===== src/rtl/slot_card_responder_if.sv =====
// ============================================================================
// Module   : slot_card_responder_if
// Brief    : Slot-side bus bundle between the slot decoder/bus and one card.
// Revision : 1.0 - initial release
// ============================================================================
`default_nettype none

interface slot_card_responder_if;
    logic        bus_strobe;
    logic [15:0] addr;
    logic        rw_n;
    logic [7:0]  data_in;
    logic [7:0]  card_id;
    logic        ioselect_n;
    logic        devselect_n;
    logic        iostrobe_n;
    logic [7:0]  data_out;
    logic        rd_en;

    modport master (
        output bus_strobe, addr, rw_n, data_in, card_id,
        output ioselect_n, devselect_n, iostrobe_n,
        input  data_out, rd_en
    );

    modport slave (
        input  bus_strobe, addr, rw_n, data_in, card_id,
        input  ioselect_n, devselect_n, iostrobe_n,
        output data_out, rd_en
    );
endinterface

`default_nettype wire


===== src/rtl/slot_card_responder.sv =====
// ============================================================================
// Module   : slot_card_responder
// Brief    : Card-side responder: Cn/C800 ROM reads, device-register writes
//            and C800 expansion-space ownership. Optional C800 support is
//            enabled by defining SLOT_CARD_C8ROM_EN.
// Revision : 1.0 - initial release
// ============================================================================
`default_nettype none

module slot_card_responder #(
    parameter logic [7:0] CARD_ID     = 8'd1,
    parameter int         ROM_LATENCY = 1
) (
    input  wire logic          clk_logic,
    input  wire logic          system_reset,
    slot_card_responder_if.slave bus,
    output logic [11:0]        rom_addr,
    output logic               rom_rd,
    input  wire logic [7:0]    rom_data,
    output logic               reg_wr,
    output logic [3:0]         reg_addr,
    output logic [7:0]         reg_data,
    output logic               c8_owner
);

    localparam logic [1:0] c_st_idle  = 2'd0;
    localparam logic [1:0] c_st_wait  = 2'd1;
    localparam logic [1:0] c_st_drive = 2'd2;
    localparam logic [2:0] c_rom_lat  = 3'(ROM_LATENCY);

    if (CARD_ID == 8'd0 || ROM_LATENCY < 1 || ROM_LATENCY > 4) begin : g_bad_param
        $error("slot_card_responder: illegal CARD_ID or ROM_LATENCY");
    end

    logic [1:0]  r_state;
    logic [2:0]  r_lat_cnt;
    logic [11:0] r_rom_addr;
    logic        r_rom_rd;
    logic [7:0]  r_data_out;
    logic        r_rd_en;
    logic        r_reg_wr;
    logic [3:0]  r_reg_addr;
    logic [7:0]  r_reg_data;

    logic w_match;
    logic w_cn_read;
    logic w_c8_read;
    logic w_dev_wr;

    assign w_match   = (bus.card_id == CARD_ID);
    assign w_cn_read = w_match & ~bus.ioselect_n & bus.rw_n;
    assign w_dev_wr  = w_match & ~bus.devselect_n & ~bus.rw_n;

`ifdef SLOT_CARD_C8ROM_EN
    logic r_c8_owner;
    logic w_own_set;
    logic w_own_clr;

    // The C8 read decode uses the pre-clear owner, so a CFFF read by the
    // owner is still served before ownership drops.
    assign w_c8_read = r_c8_owner & ~bus.iostrobe_n & bus.rw_n;
    assign w_own_set = w_match & ~bus.ioselect_n;
    assign w_own_clr = (bus.addr == 16'hCFFF);

    always_ff @(posedge clk_logic or posedge system_reset) begin
        if (system_reset) begin
            r_c8_owner <= 1'b0;
        end else if (bus.bus_strobe) begin
            if (w_own_clr) begin
                r_c8_owner <= 1'b0;
            end else if (w_own_set) begin
                r_c8_owner <= 1'b1;
            end
        end
    end

    assign c8_owner = r_c8_owner;
`else
    logic w_unused;

    assign w_c8_read = 1'b0;
    assign c8_owner  = 1'b0;
    assign w_unused  = ^{bus.iostrobe_n, bus.addr[15:11]};
`endif

    always_ff @(posedge clk_logic or posedge system_reset) begin
        if (system_reset) begin
            r_state    <= c_st_idle;
            r_lat_cnt  <= 3'd0;
            r_rom_addr <= 12'h000;
            r_rom_rd   <= 1'b0;
            r_data_out <= 8'h00;
            r_rd_en    <= 1'b0;
            r_reg_wr   <= 1'b0;
            r_reg_addr <= 4'h0;
            r_reg_data <= 8'h00;
        end else begin
            r_rom_rd <= 1'b0;
            r_reg_wr <= 1'b0;
            if (bus.bus_strobe) begin
                // A new bus cycle always drops the read drive and abandons
                // any fetch still in flight.
                r_rd_en   <= 1'b0;
                r_lat_cnt <= 3'd0;
                if (w_cn_read) begin
                    r_rom_addr <= {4'h0, bus.addr[7:0]};
                    r_rom_rd   <= 1'b1;
                    r_state    <= c_st_wait;
                end else if (w_c8_read) begin
                    r_rom_addr <= {1'b1, bus.addr[10:0]};
                    r_rom_rd   <= 1'b1;
                    r_state    <= c_st_wait;
                end else begin
                    r_state    <= c_st_idle;
                end
                if (w_dev_wr) begin
                    r_reg_wr   <= 1'b1;
                    r_reg_addr <= bus.addr[3:0];
                    r_reg_data <= bus.data_in;
                end
            end else if (r_state == c_st_wait) begin
                if (r_lat_cnt == c_rom_lat) begin
                    r_data_out <= rom_data;
                    r_rd_en    <= 1'b1;
                    r_state    <= c_st_drive;
                end else begin
                    r_lat_cnt  <= r_lat_cnt + 3'd1;
                end
            end
        end
    end

    assign rom_addr     = r_rom_addr;
    assign rom_rd       = r_rom_rd;
    assign bus.data_out = r_data_out;
    assign bus.rd_en    = r_rd_en;
    assign reg_wr       = r_reg_wr;
    assign reg_addr     = r_reg_addr;
    assign reg_data     = r_reg_data;

endmodule

`default_nettype wire


===== src/flat_wrapper.sv =====
// flat-port wrapper written by rule: the top's interface ports become plain ports
module slot_card_responder_flat 
#(
    parameter logic [7:0] CARD_ID     = 8'd1,
    parameter int         ROM_LATENCY = 1
)
  (clk_logic, system_reset, rom_addr, rom_rd, rom_data, reg_wr, reg_addr, reg_data, c8_owner, bus_bus_strobe, bus_addr, bus_rw_n, bus_data_in, bus_card_id, bus_ioselect_n, bus_devselect_n, bus_iostrobe_n, bus_data_out, bus_rd_en);
  slot_card_responder_if bus_i ();
  input  wire logic clk_logic;
  input  wire logic system_reset;
  output logic [11:0] rom_addr;
  output logic rom_rd;
  input  wire logic [7:0] rom_data;
  output logic reg_wr;
  output logic [3:0] reg_addr;
  output logic [7:0] reg_data;
  output logic c8_owner;
  input wire logic [$bits(bus_i.bus_strobe)-1:0] bus_bus_strobe;
  input wire logic [$bits(bus_i.addr)-1:0] bus_addr;
  input wire logic [$bits(bus_i.rw_n)-1:0] bus_rw_n;
  input wire logic [$bits(bus_i.data_in)-1:0] bus_data_in;
  input wire logic [$bits(bus_i.card_id)-1:0] bus_card_id;
  input wire logic [$bits(bus_i.ioselect_n)-1:0] bus_ioselect_n;
  input wire logic [$bits(bus_i.devselect_n)-1:0] bus_devselect_n;
  input wire logic [$bits(bus_i.iostrobe_n)-1:0] bus_iostrobe_n;
  output wire logic [$bits(bus_i.data_out)-1:0] bus_data_out;
  output wire logic [$bits(bus_i.rd_en)-1:0] bus_rd_en;
  assign bus_i.bus_strobe = bus_bus_strobe;
  assign bus_i.addr = bus_addr;
  assign bus_i.rw_n = bus_rw_n;
  assign bus_i.data_in = bus_data_in;
  assign bus_i.card_id = bus_card_id;
  assign bus_i.ioselect_n = bus_ioselect_n;
  assign bus_i.devselect_n = bus_devselect_n;
  assign bus_i.iostrobe_n = bus_iostrobe_n;
  assign bus_data_out = bus_i.data_out;
  assign bus_rd_en = bus_i.rd_en;
  slot_card_responder #(.CARD_ID(CARD_ID), .ROM_LATENCY(ROM_LATENCY)) u_core (.clk_logic(clk_logic), .system_reset(system_reset), .bus(bus_i), .rom_addr(rom_addr), .rom_rd(rom_rd), .rom_data(rom_data), .reg_wr(reg_wr), .reg_addr(reg_addr), .reg_data(reg_data), .c8_owner(c8_owner));
endmodule

===== config.mk =====
export PLATFORM = sky130hd
export DESIGN_NAME = slot_card_responder_flat
export DESIGN_NICKNAME = d
export VERILOG_FILES = /design/src/rtl/slot_card_responder_if.sv /design/src/rtl/slot_card_responder.sv /design/src/flat_wrapper.sv
export SDC_FILE = /design/constraint.sdc
export NUM_CORES = 1
export LEC_CHECK = 0
export BUFFER_PORTS_ARGS = -buffer_cell sky130_fd_sc_hd__buf_2
export CAP_MARGIN = 20
export CORE_UTILIZATION = 28
export CTS_CLUSTER_SIZE = 24
export DETAILED_ROUTE_END_ITERATION = 7
export GPL_TIMING_DRIVEN = 1
export SYNTH_ARGS = -nofsm -noshare
export SYNTH_HDL_FRONTEND = slang
export SYNTH_SLANG_ARGS = --single-unit

===== constraint.sdc =====
create_clock -name clk_logic -period 2.6 [get_ports clk_logic]
set_input_delay 0 -clock clk_logic [delete_from_list [all_inputs] [get_ports clk_logic]]
set_output_delay 0 -clock clk_logic [all_outputs]
set_load 0.005 [all_outputs]

; ---- Yosys cells after proc, flatten, opt, wreduce, memory -nomap -nowiden
; Index checks and enable logic that the tools add are counted.
[word_totals]
register_bits = 36
in_bits = 47
out_inout_bits = 36
elab_cells = 43
[op_classes]
add_sub_neg = 1
n_eq_ne = 4
mux = 14
bitwise_logic = 8
reduce_logical = 7
[ops]
columns = cell, count
row1 = 3-bit two-way mux, 3
row2 = 8-bit by 1-bit == test with 1-bit output (second input constant), 1
row3 = 1-bit two-way mux, 8
row4 = 2-bit AND reduction, 4
row5 = 2-bit two-way mux, 3
row6 = 1-bit bitwise AND, 4
row7 = 1-bit NOT, 4
row8 = 2-bit nonzero test, 2
row9 = 3-bit by 1-bit adder with 3-bit output (second input constant), 1
row10 = 3-bit by 1-bit == test with 1-bit output (second input constant), 1
row11 = 3-bit AND reduction, 1
row12 = 2-bit by 1-bit == test with 1-bit output (second input constant), 1
row13 = 2-bit inequality test (second input constant), 1

; ---- Depth between registers and ports, before layout
; Gate-level depths: netlist of run 1.
[depth]
ltp_word = 5
depth_mapped = 6

; ---- Worst setup path after synthesis of run 1
; Ideal clock, no wire load.
[synth_timing]
path_type = register to register
start = register u_core.r_lat_cnt[1]
end = register u_core.r_data_out[0] (netlist: u_core.bus.data_out[0])
setup_ps = 125
arrival_ps = 1546
t_required_ps = 2475
path_slack_ps = 929
path_stages_with_launch = 7
n_path_buf = 1
path_cell_list = dfrtp_1 -> inv_1 -> ha_1 -> nand2b_1 -> or4b_4 -> buf_6 -> mux2_4
[synth_via]
elab_chain_cells = 2
[synth_rtl]
columns = element, line_no
row1 = "start, declared", slot_card_responder.sv:36  ; logic [2:0] r_lat_cnt;
row2 = "start signal, assigned", slot_card_responder.sv:127  ; r_lat_cnt <= r_lat_cnt + 3'd1;
row3 = 3-bit by 1-bit == test with 1-bit output, slot_card_responder.sv:122  ; if (r_lat_cnt == c_rom_lat) begin
row4 = 3-bit AND reduction (no line), n/a
row5 = "end signal, assigned", slot_card_responder.sv:123  ; r_data_out <= rom_data;
row6 = "end, declared", slot_card_responder.sv:39  ; logic [7:0] r_data_out;
; No other way between the ends.
; A chain may end at the register's enable or synchronous reset.

; ---- Worst setup path in the final report of run 1
[layout_timing]
start = register u_core.r_lat_cnt[1]
end = register u_core.r_data_out[4] (netlist: u_core.bus.data_out[4])
; Same word-level chain as after synthesis.

==> flow_summary.ini, run 1 <==
[logic_synthesis]
yosysWarnings = 0
ys_ff_latch = 35
synthArstFlopShare = 1.00
synth_area_per_cell_sq_um = 14.9
syn-cell-area_sq_um = 1520
yosysUniqueCellTypes = 22
synth-edff-count = 0
synthFlopType = dfrtp_1
synthCells = 102
yosysSeqAreaShare = 0.576

[clock_tree]
cts_buffer_depth = 2
tritoncts = built
cts_max_level = 2
cts-root-buf = clkbuf_8
cts_hold_buf = 26
cts_num_sinks = 35
clock_latency_ns = 0.28
cts_setup_buffers = 0
path_clk_slew_ns = 0.07
cts-resized-gates = 0
cts_buffers = 5

[critical_path]
rr_startpoint = u_core.r_lat_cnt[1]
worstRegToRegCells = 5
crit_type = reg2reg
arrival_ns = 1.91
r2r_slack_ns = 0.86
start_kind = flop
crit_start = u_core.r_lat_cnt[1]
rr_endpoint = u_core.bus.data_out[4]
crit_fanout = 8
critPathCapture = u_core.bus.data_out[4]
worstPathRequired_ns = 2.76
end_kind = flop

[power]
fin_total_pwr_mw = 1.09
power_per_cell_area_nw_per_um2 = 478
leakagePower_nw = 1.28
peakVddDrop_v = 0.000233

[flow_run]
cap_violations = 0

[routing]
dr.pass1.iters = 2
postRouteAntennaNets = 0
drt_wl_total_um = 3290
vias = 1121
first_iter_violations = 17
vias_per_cell = 4.14
drc = 0
wl_per_cell_um = 12.1

[placement]
place_inst = 237
gp_congestion = 0.649
port_buffers = 68
hpwl_um = 2140

[sta]
timing.final.crit_share = 0.670
setup_violations = 0
finalWorstPathRequiredPeriod_ns = 1.74
final_max_slew_viol_count = 0
final.setup.tns_ns = 0
rsz0062_at_grt = no
fmax_ghz = 0.574
skew_ns = 0.00640
finalHoldViolations = 0

[floorplanning]
die_width_um = 75.7
die_h_um = 75.7
ios = 83
coreArea_sq_um = 5170
die-area_sq_um = 5730
initial_core_util = 0.294
row_count = 26

[global_route]
antenna_found_initial = 0
globalRouteOverflowTotal = 0
grt_max_degree = 36
grt_pass1_vias = 1080
track_usage = 0.115
grt_pass1_wl_um = 4780

[status]
status = complete, no violations

[finish]
syn_to_final_growth_pct = 49.3
drive_above_1_share = 0.542
post_layout_nonfiller_instances = 271
fill_cells = 476
n_antenna_cell = 0
nNetsFinal = 249

[hold_path]
hp-class = in2reg
cell usage after synthesis, types with 2 or more instances:
cell type	count	area share
a21oi_1	4	0.013
buf_4	5	0.025
buf_6	2	0.015
dfrtp_1	35	0.58
ha_1	2	0.016
inv_1	4	0.0099
mux2_2	19	0.14
mux2_4	8	0.079
nand2b_1	2	0.0082
nand4_2	2	0.016
nor2_1	2	0.0049
nor2b_1	2	0.0082
o21ai_0	5	0.016
or3_1	2	0.0082
state kept, by name, indices dropped and copies added (netlist names):
name,cells
u_core.r_lat_cnt,3
u_core.reg_wr,1
u_core.bus.data_out,8
u_core.rom_rd,1
u_core.rom_addr,8
u_core.r_state,2
u_core.reg_addr,4
u_core.reg_data,8
kinds of logic after synthesis:
family          synth area share
simple gates              0.0955
mux                        0.227
buf+inv                   0.0527
flops                      0.576
fa+ha+maj                 0.0165
other cells              0.00247
compound gates            0.0296
where the power goes:
part	total, mW	internal, mW	switching, mW	leakage, nW
sequential	0.554	0.551	0.00323	0.488
combinational	0.0962	0.0593	0.0369	0.741
clock	0.435	0.241	0.194	0.0505
per-layer routing:
layer,GRT usage,part of all wire,vias to the layer above
met4,0.0432,0.012,0
met5,0,0,-
met2,0.210,0.57,31
li1,-,-,540
met3,0.0278,0.026,4
met1,0.129,0.40,546
worst max-delay path, cell delays in order, from the launching register on:
cell	delay, ns
dfrtp_1	0.39
inv_1	0.06
ha_1	0.16
nand2b_1	0.07
or4b_4	0.59
mux2_4	0.34
placed cells by master (no fill, tap or decap), drive strengths merged:
cell type,synthesis,layout
conb,1,5
mux2,28,28
a21oi,4,4
or3,2,2
nand2b,2,2
clkbuf,0,7
inv,4,4
o21ai,5,5
nor2b,2,2
ha,2,2
nor2,2,2
or4b,1,1
dfrtp,35,35
nor4,1,1
nand4,2,2
buf,8,69
nor4b,1,1
clkinvlp,0,1
and4,1,1
or4,1,1
dlygate4sd3,0,26
per-stage QoR:
stage / hold WS [ns] / setup WS [ns] / cell area [sq um] / utilization
CTS: 0.0797 / 0.847 / 2270 / 0.439
floorplan: 0.132 / 0.929 / 1540 / -
detailed placement: 0.130 / 0.865 / 1910 / 0.368
global route: 0.0900 / 0.793 / 2270 / 0.439
global placement: 0.136 / 0.876 / 1910 / 0.368
finish: 0.0844 / 0.857 / 2270 / 0.439
how the worst min path moves through the flow:
stage,start,endpoint,cells past startpoint
floorplan,bus_data_in[1],u_core.reg_data[1],1
global placement,system_reset,u_core.bus.data_out[4],3
detailed placement,system_reset,u_core.bus.data_out[4],3
CTS,bus_card_id[6],u_core.rom_rd,3
global route,bus_card_id[6],u_core.rom_rd,3
finish,bus_card_id[6],u_core.rom_rd,3
layout make-up:
class	count	area (sq um)	share of cell area
Multi-Input combinational cell	59	579	0.255
Inverter	4	15.0	0.00662
Tap cell	70	87.6	0.0386
Sequential cell	35	876	0.386
Clock inverter	1	7.51	0.00331
Timing Repair Buffer	95	608	0.268
Clock buffer	7	96.3	0.0424
Note: power is estimated with default switching activity, not from simulation.
==> inputs of run 2 (changes only) <==
==> constraint.sdc (replaced) <==
create_clock -name clk_logic -period 1.5 [get_ports clk_logic]
set_input_delay 0 -clock clk_logic [delete_from_list [all_inputs] [get_ports clk_logic]]
set_output_delay 0 -clock clk_logic [all_outputs]
set_load 0.005 [all_outputs]
==> flow_summary.ini, run 2 (synthesis results as in run 1) <==
[status]
status = finished, violations left
violations = negative setup slack

[clock_tree]
cts-root-buf = clkbuf_8
tritoncts = built
cts_buffers = 5
cts_max_level = 2
cts_num_sinks = 35
path_clk_slew_ns = 0.07
cts_buffer_depth = 2
clock_latency_ns = 0.28

[critical_path]
cp_cell_sequence = inv_1 -> ha_1 -> nand2b_1 -> or4b_4 -> mux2_4
start_kind = flop
crit_family = simple AND/OR/NAND/NOR gates
crit_type = reg2reg
worstPathRequired_ns = 1.67
rr_startpoint = u_core.r_lat_cnt[1]
cp_slowest_stage_delay_ns = 0.59
r2r_slack_ns = -0.19
end_kind = flop
crit_start = u_core.r_lat_cnt[1]
cp_slowest_cell = or4b_4
arrival_ns = 1.85
crit_buf_inv = 1
crit_fanout = 8

[finish]
post_layout_nonfiller_instances = 279
regArea_sq_um = 876
nNetsFinal = 257
multi_input_area_sq_um = 602
final_common_cell = buf_2
mostFrequentLayoutCells = 68 x buf_2, 35 x dfrtp_1, 25 x dlygate4sd3_1
fill_cells = 467
n_antenna_cell = 0
drive_above_1_share = 0.584
syn_to_final_growth_pct = 56.7
final_area_sq_um = 2380

[hold_path]
hp-class = in2reg
hp-start = bus_bus_strobe

[routing]
vias = 1154
vias_per_cell = 4.14
drt_wl_total_um = 3190
wl_per_cell_um = 11.4
drc = 0
first_iter_violations = 29
postRouteAntennaNets = 0
dr.pass1.iters = 2

[global_route]
antenna_found_initial = 0
track_usage = 0.117
grt_pass1_wl_um = 4920
globalRouteOverflowTotal = 0
grt_max_degree = 36
grt_pass1_vias = 1085

[placement]
placed_area_sq_um = 1970
place_inst = 245
pre_cts_ws_ns = -0.194
port_buffers = 68
gp_congestion = 0.758
hpwl_um = 2120

[sta]
finalWorstPathRequiredPeriod_ns = 1.69
fmax_ghz = 0.593
skew_ns = 0.00185
final_max_slew_viol_count = 0
finalHoldViolations = 0
rsz0062_at_grt = yes
timing.final.ws_setup_ns = -0.188
setup_violations = 8
timing.final.crit_share = 1.13

[floorplanning]
coreArea_sq_um = 5170
row_count = 26
die_h_um = 75.7
die-area_sq_um = 5730
initial_core_util = 0.294
die_width_um = 75.7
ios = 83

[power]
fin_total_pwr_mw = 2.12
power_per_cell_area_nw_per_um2 = 892
peakVddDrop_v = 0.000633
leakagePower_nw = 1.33

[flow_run]
cap_violations = 0
-- run 2: path summary, 6_finish.rpt --
check	end	cells past startpoint
setup / recovery	u_core.bus.data_out[0]	5
hold / removal	u_core.r_lat_cnt[2]	3
setup reg to reg	u_core.bus.data_out[0]	5
hold reg to reg	u_core.reg_data[1]	1
max in group asynchronous	u_core.reg_addr[2]	4
min in group asynchronous	u_core.reg_data[1]	4
-- run 2: worst register-to-register path: cells and delay by family, from the launching register on --
kind / cells / cell delay (ns)
simple gates: 2 / 0.67
flops: 1 / 0.38
mux: 1 / 0.33
fa+ha+maj: 1 / 0.15
buf+inv: 1 / 0.05
-- run 2: cell type report --
| type | count | share of cell area |
|---|---|---|
| sequential | 35 | 0.368 |
| timing repair buffer | 103 | 0.279 |
| multi-input combinational | 59 | 0.253 |
| tap | 70 | 0.0368 |
| clock buffer | 5 | 0.0289 |
| clock inverter | 3 | 0.0284 |
| inverter | 4 | 0.00630 |
-- run 2: power by group --
group / switching [mW] / total, mW / internal (mW)
sequential: 0.00550 / 0.960 / 0.955
clock: 0.335 / 0.998 / 0.663
combinational: 0.0632 / 0.166 / 0.103
-- run 2: per-layer routing --
metal | vias up | track usage | wire (um)
met1 | 556 | 0.132 | 1330
li1 | 557 | - | -
met3 | 2 | 0.0370 | 142
met2 | 39 | 0.206 | 1690
met5 | - | 0 | 0
met4 | 0 | 0.0432 | 27
-- run 2: what timing repair did --
item	4_1_cts	5_1_grt
endpoints found under the hold margin	63	0
gates cloned	0	0
pin swaps	0	3
buffers inserted	1	1
hold buffers	25	0
endpoints found under the setup margin	8	11
gates resized for setup	0	5
-- run 2: through the flow --
| stage | hold WS [ns] | setup TNS, ns | utilization |
|---|---|---|---|
| floorplan | 0.132 | -1.37 | - |
| global placement | 0.125 | -1.35 | 0.380 |
| detailed placement | 0.126 | -1.53 | 0.380 |
| CTS | 0.0631 | -1.57 | 0.456 |
| global route | 0.0729 | -1.88 | 0.461 |
| finish | 0.0717 | -1.48 | 0.461 |
